## src/rtl/noobs_pkg.sv

```systemverilog
// rtl/noobs_pkg.sv - shared types and helpers for the 8-bit core
package noobs_pkg;

  localparam int ADDR_W = 12;

  localparam logic [1:0] MODE_IMP = 2'b00;
  localparam logic [1:0] MODE_IMM = 2'b01;
  localparam logic [1:0] MODE_ABS = 2'b10;
  localparam logic [1:0] MODE_ILL = 2'b11;

  typedef enum logic [1:0] {
    OPC  = 2'd0,
    OPR1 = 2'd1,
    OPR2 = 2'd2,
    HOLD = 2'd3
  } state_t;

  // Illegal opcodes are consumed as single bytes so fetch never stalls on them.
  function automatic logic [1:0] inst_len(input logic [1:0] mode);
    case (mode)
      MODE_IMM: inst_len = 2'd2;
      MODE_ABS: inst_len = 2'd3;
      default:  inst_len = 2'd1;
    endcase
  endfunction

endpackage

```

## src/rtl/idecode.sv

```systemverilog
// rtl/idecode.sv - assembles opcode plus operand bytes into one decoded instruction
module idecode #(
  parameter int ADDR_W = noobs_pkg::ADDR_W
) (
  input  logic              clk,
  input  logic              reset_,
  input  logic [7:0]        inst_i,
  input  logic              inst_vld,
  input  logic [ADDR_W-1:0] fetch_pc,
  input  logic              branch,
  input  logic              exec_rdy,
  output logic              ifetch_en,
  output logic              dec_vld,
  output logic [3:0]        dec_op,
  output logic [1:0]        dec_reg,
  output logic [1:0]        dec_mode,
  output logic [7:0]        dec_imm,
  output logic [ADDR_W-1:0] dec_addr,
  output logic [ADDR_W-1:0] dec_pc,
  output logic [ADDR_W-1:0] dec_next_pc,
  output logic              dec_illegal
);
  import noobs_pkg::*;

  state_t            state;
  logic [7:0]        byte0;
  logic [7:0]        byte1;
  logic [ADDR_W-1:0] pc_q;

  logic              accept;
  logic              at_opc;
  logic [7:0]        cur_b0;
  logic [7:0]        cur_b1;
  logic [ADDR_W-1:0] cur_pc;
  logic [1:0]        cur_mode;
  logic              last_byte;

  assign ifetch_en = (state != HOLD) || exec_rdy;
  assign accept    = inst_vld && ifetch_en && !branch;
  assign at_opc    = (state == OPC) || (state == HOLD);

  // View of the instruction as it will look once this cycle's byte is captured.
  always_comb begin
    cur_b0    = at_opc ? inst_i : byte0;
    cur_pc    = at_opc ? fetch_pc : pc_q;
    cur_b1    = (state == OPR1) ? inst_i : byte1;
    cur_mode  = cur_b0[1:0];
    last_byte = 1'b0;
    case (state)
      OPC, HOLD: last_byte = (cur_mode == MODE_IMP) || (cur_mode == MODE_ILL);
      OPR1:      last_byte = (cur_mode == MODE_IMM);
      OPR2:      last_byte = 1'b1;
      default:   last_byte = 1'b0;
    endcase
  end

  always_ff @(posedge clk or negedge reset_) begin
    if (!reset_) begin
      state       <= OPC;
      byte0       <= '0;
      byte1       <= '0;
      pc_q        <= '0;
      dec_vld     <= 1'b0;
      dec_op      <= '0;
      dec_reg     <= '0;
      dec_mode    <= '0;
      dec_imm     <= '0;
      dec_addr    <= '0;
      dec_pc      <= '0;
      dec_next_pc <= '0;
      dec_illegal <= 1'b0;
    end else if (branch) begin
      state   <= OPC;
      dec_vld <= 1'b0;
    end else if (accept) begin
      if (at_opc) begin
        byte0 <= inst_i;
        pc_q  <= fetch_pc;
      end
      if (state == OPR1) begin
        byte1 <= inst_i;
      end
      if (last_byte) begin
        state       <= HOLD;
        dec_vld     <= 1'b1;
        dec_op      <= cur_b0[7:4];
        dec_reg     <= cur_b0[3:2];
        dec_mode    <= cur_mode;
        dec_imm     <= (cur_mode == MODE_IMM) ? cur_b1 : 8'h00;
        dec_addr    <= (cur_mode == MODE_ABS) ? ADDR_W'({inst_i[3:0], cur_b1}) : '0;
        dec_pc      <= cur_pc;
        dec_next_pc <= cur_pc + ADDR_W'(inst_len(cur_mode));
        dec_illegal <= (cur_mode == MODE_ILL);
      end else begin
        state   <= (state == OPR1) ? OPR2 : OPR1;
        dec_vld <= 1'b0;
      end
    end else if ((state == HOLD) && exec_rdy) begin
      state   <= OPC;
      dec_vld <= 1'b0;
    end
  end

endmodule

```

## config.mk

```make
export PLATFORM = sky130hd
export DESIGN_NAME = idecode
export DESIGN_NICKNAME = d
export VERILOG_FILES = /design/src/rtl/noobs_pkg.sv /design/src/rtl/idecode.sv
export SDC_FILE = /design/constraint.sdc
export NUM_CORES = 1
export LEC_CHECK = 0
export BUFFER_PORTS_ARGS = -buffer_cell sky130_fd_sc_hd__buf_2
export CAP_MARGIN = 20
export CORE_MARGIN = 5
export CORE_UTILIZATION = 30
export CTS_BUF_LIST = sky130_fd_sc_hd__clkbuf_4
export DETAILED_ROUTE_END_ITERATION = 8
export PLACE_DENSITY_LB_ADDON = 0.15
export SYNTH_ARGS = -nofsm -noshare
export SYNTH_HDL_FRONTEND = slang
export SYNTH_SLANG_ARGS = --single-unit
```

## constraint.sdc

```tcl
create_clock -name clk -period 9.9 [get_ports clk]
set_input_delay 0.495 -clock clk [delete_from_list [all_inputs] [get_ports clk]]
set_output_delay 0.495 -clock clk [all_outputs]
set_load 0.01 [all_outputs]
```

### Word-level counts from Yosys, hierarchy flattened

Index checks and enable logic that the tools add are counted.

| storage, ports and cells | value |
|---|---|
| register bits | 84 |
| bits in latches | 0 |
| RAM bits | 0 |
| ROM bits | 0 |
| input bits | 25 |
| word-level logic and storage cells | 54 |
| memories kept | 0 |

| operators by class | value |
|---|---|
| add/subtract/negate cells | 1 |
| multiply operators | 0 |
| divide/modulo/power cells | 0 |
| magnitude comparators | 0 |
| equal/unequal tests | 7 |
| shifts and indexed selects | 0 |
| mux-type cells | 19 |
| bitwise gates (word level) | 1 |
| reduce and logical (&&, ||, !) cells | 13 |

Operator list:

| cell | number |
|---|---|
| two-way mux 12 bit | 2 |
| two-way mux 8 bit | 3 |
| two-way mux 2 bit | 8 |
| adder 12 x 2 -> 12 bit | 1 |
| == test 2 bit, second input constant | 4 |
| == test 2 x 1 -> 1 bit, second input constant | 2 |
| logical NOT 2 bit | 2 |
| two-way mux 1 bit | 4 |
| case mux 2 bit (2 select lines) | 1 |
| logical AND 1 bit | 3 |
| logical OR 1 bit | 3 |
| case mux 1 bit (3 select lines) | 1 |
| AND reduction 3 bit | 1 |
| nonzero test 3 bit | 1 |
| inequality test 2 bit, second input constant | 1 |
| AND reduction 2 bit | 1 |
| OR reduction 2 bit | 1 |
| logical NOT 1 bit | 1 |
| NOT 1 bit | 1 |

### Depth between registers and ports, before layout

| depth | value |
|---|---|
| depth in word-level cells | 10 |
| mapped depth | 16 |
| mapped depth without buffers | 12 |

### Worst setup path after synthesis

No wires, ideal clock.

| timing | value |
|---|---|
| path type | register to register |
| start | register state[0] |
| end | register dec_next_pc[8] |
| arrival | 3225 ps |
| setup slack | 6551 ps |
| cell stages (with the launch flop) | 16 |
| path buffers | 3 |
| period minus slack after synthesis | 3349 ps |
| path through | dfrtp_1 inv_1 ha_1 buf_6 buf_2 mux2_2 inv_1 ha_1 clkbuf_1 inv_1 ha_1 fa_1 nand4b_1 nand2_1 and4_1 a211o_1 |

| between the ends | value |
|---|---|
| longest elaborated chain between the ends | 9 |
| elaborated cells between the ends (all ways) | 24 |
| those cells by class | 1 x add/sub; 7 x eq/ne; 7 x mux; 9 x reduce/logical |

RTL lines:

| what | line | RTL |
|---|---|---|
| start: declaration | idecode.sv:25 | `state_t state;` |
| start signal: assignment | idecode.sv:95 | `state <= (state == OPR1) ? OPR2 : OPR1;` |
| == test 2 bit or logical NOT 2 bit (tied branches) | idecode.sv:40 | `assign at_opc = (state == OPC) \|\| (state == HOLD);` |
| logical OR 1 bit * | idecode.sv:40 |  |
| two-way mux 8 bit * | - |  |
| net cur_b0[1] | idecode.sv:32 | `logic [7:0] cur_b0;` |
| == test 2 bit or == test 2 x 1 -> 1 bit (tied branches) | noobs_pkg.sv:20, idecode.sv:51 |  |
| case mux 2 bit (2 select lines) | noobs_pkg.sv:20 | `case (mode)` |
| two-way mux 2 bit | idecode.sv:83 | `if (last_byte) begin` |
| two-way mux 2 bit | idecode.sv:75 | `end else if (accept) begin` |
| two-way mux 2 bit | idecode.sv:72 | `end else if (branch) begin` |
| adder 12 x 2 -> 12 bit | idecode.sv:92 | `dec_next_pc <= cur_pc + ADDR_W'(inst_len(cur_mode));` |
| end signal: assignment | idecode.sv:92 |  |
| end: declaration | idecode.sv:20 | `output logic [ADDR_W-1:0] dec_next_pc,` |

The timed path passes the listed nets; every way through them passes the cells marked *. The select of a mux whose other input is x is not followed.
A chain may end at the register's enable or synchronous reset.

### Final worst setup path

Same ends and word-level chain as after synthesis.

==> metrics.txt <==
status=complete, no violations; proportion of layout cells with a drive suffix above 1=0.294; Int Pwr=898 uW; CTS clk-pin slew, worst paths=0.13 ns; TritonCTS Buffers=9; effective utilization at floorplan=0.308; kind of critical path=reg -> reg; power share of the clock group=0.151; # diodes=0; post-synthesis share of cell area spent on full adders, half adders and majority gates=0.0306; worst slew slack as a fraction of its limit=0.267; minimum setup slack among reg-to-reg paths=6.41 ns; Met3 Routed Length=442 um; detailed-route wire length per cell=15.8 um; Sink Count=84; via count of the first global-routing pass=3016; cell with the most instances after synthesis=nand2_1; register area share after synthesis=0.536; Synth async-reset ratio=1.00; peak per-stage delay on the critical path=0.94 ns; detailed-route via count=2954; placer congestion estimate=0.774; total negative slack for setup checks=0 ns; count of final max-slew check failures=0; area of the placeable core=12700 um^2; maximum frequency from static timing analysis=0.287 GHz; later-pin clock latency in the skew report=0.45 ns; layout-stage area growth over the synthesis result=17.7%; sequential cell fraction of total power=0.387; data required time at the worst endpoint=10.30 ns; final global-route overflow total=0; areal power density over the cells=327 nW/um^2; largest net degree at the start of global routing=51; setup repair bufs after CTS=0; cells along the critical path=inv_1 -> ha_1 -> mux2_2 -> inv_1 -> ha_1 -> a211o_1 -> and4_1 -> and4_1 -> a211o_1; Final #Nets=481; wire length of the first global-routing pass=16200 um; top sig layer=met4; clk root buf=clkbuf_4; DR pass1 iterations=4; total number of yosys warnings=0; Leak Pwr=2.33 nW; horizontal die dimension=124 um; total DRC errors in the routed layout=0; I/O pin count=80; critical path startpoint=state[0]; cell at the slowest stage of the critical path=and4_1; Mapped Nets=409; utilization of the core after routing=0.363; Comb pwr share=0.463; half-perimeter wire length after detailed placement=7020 um; count of unique library cells instantiated by Yosys=43; maximum level of the CTS H-tree=3; buffers from clock root to sink, at most=2; post-route minimum period=3.49 ns; area fraction in compound gates after synthesis=0.0829; Placed Cells incl. Taps=608; overall global routing resource usage=0.131; post-synth top area cell=dfrtp_1; y dimension of the die=124 um; average via count per standard cell=4.73; Critical Path Start Type=flop; max capacitance violation total=0; post-synthesis instance area=3920 um^2; WP data arrival=3.89 ns; synthesis-stage register bit count=84; Yosys top cell area share=0.536; peak fanout along the critical path=30; kind of end point of the critical path=flop; post-route antenna net violation count=0; detailed-routed wire length on met2=4440 um; Synth area leaders=dfrtp_1, mux2_2, nand2_1, mux2i_1, nand3_1; Setup Skew=0.0107 ns; Design Area, Final=4620 um^2; non-filler cells in the finished layout=624; Placed Instance Area=4460 um^2; wire length on met1=4780 um; area enclosed by the die boundary=15500 um^2; multiplexer area fraction after synthesis=0.140; total of buffers placed on input and output ports=79; number of cells produced by synthesis=375; total design power=1.51 mW; parity-gate share of the synthesized area counting xor and xnor cells=0.00893; iteration-0 DRC count of the detailed router=151; commonest cells in the netlist=nand2_1, dfrtp_1, mux2_2; total wirelength of the detailed-routed design=9880 um; number of enable flip-flop cells after synthesis=0; Hold WC Path Type=in -> async; slew of the pin with the lowest slew margin=1.10 ns; final hold viol count=0; endpoints failing setup=0; FILL cells=1338; quantity of hold-fixing buffers added after cts=0; floorplan row count=41; antenna violations before repair=0; switching power=613 uW; average instance area after synthesis=10.5 um^2; RSZ-0062 raised after global routing=false; Peak VDD IR=0.113 mV; simple-gate area share of the yosys netlist=0.169; CTS tree=yes; final worst path period share=0.352; Main synth FF type=dfrtp_1; fraction of power spent switching nets=0.406; Reg-to-Reg Start=state[0]; dominant combinational cell family by area after synthesis=simple AND/OR/NAND/NOR gates; number of instances resized during post-cts repair=0
## layout make-up
cell class / instances / area [um^2] / area share
inverters: 6 / 22.5 / 0.00488
repair buffers: 83 / 428 / 0.0927
multi-input cells: 263 / 1690 / 0.366
flip-flops and latches: 84 / 2100 / 0.455
clock buffers: 11 / 82.6 / 0.0179
well taps: 172 / 215 / 0.0466
clock inverters: 5 / 76.3 / 0.0165
## worst max-delay path: cells and delay by family, from the launching register on
| kind | cells | cell delay [ns] |
|---|---|---|
| AO/OA/AOI/OAI | 2 | 0.30 |
| buffers and inverters | 2 | 0.18 |
| AND/OR/NAND/NOR | 2 | 1.27 |
| flip-flops | 1 | 0.43 |
| multiplexers | 1 | 0.40 |
| adder cells (fa/ha/maj) | 2 | 0.86 |
## cells in the final DEF, fill, tap and decap left out, types with 4 or more instances in the layout
master / instances
nand2_1: 87
dfrtp_1: 84
buf_2: 78
mux2_2: 32
nand3_1: 28
o21ai_0: 23
mux2i_1: 16
clkbuf_4: 11
nor2_1: 10
a21oi_1: 9
ha_1: 8
inv_1: 6
nand3b_1: 5
buf_4: 5
a211o_1: 4
nand4_1: 4
## layer usage
layer  vias to the layer above  global-route usage
met3                        14              0.0373
met2                        64               0.198
met5                         -                   0
met4                         0              0.0554
met1                      1434               0.176
li1                       1442                   -
## power groups by stage
stage	combinational [mW]	clock [mW]	sequential, mW
6_report	0.699	0.228	0.584
5_1_grt	0.786	0.255	0.605
4_1_cts	0.714	0.238	0.586
3_5_place_dp	0.711	0	0.594
3_3_place_gp	0.703	0	0.589
2_1_floorplan	0.448	0	0.625
## kinds of logic (layout without fill, tap and decap cells)
group | count (synthesis) | after routing
compound gates | 52 | 52
buf+inv | 28 | 105
xor+xnor | 4 | 4
mux | 50 | 50
flops | 84 | 84
fa+ha+maj | 9 | 9
simple gates | 148 | 148
## metrics by stage
stage	worst slack [ns]	hold WS (ns)
floorplan	6.55	0.199
global placement	6.60	0.450
detailed placement	6.48	0.455
CTS	6.43	0.00219
global route	6.15	0.00670
finish	6.41	0.00516
## final timing paths
| path | to | depth (start not counted) |
|---|---|---|
| worst max-delay path | dec_next_pc[8] | 9 |
| worst min-delay path | dec_pc[6] | 1 |
| worst max register to register | dec_next_pc[8] | 9 |
| worst min register to register | dec_addr[10] | 2 |
| max in group asynchronous | dec_illegal | 2 |
| min in group clk | pc_q[8] | 2 |
(Power assumes the default switching activity.)
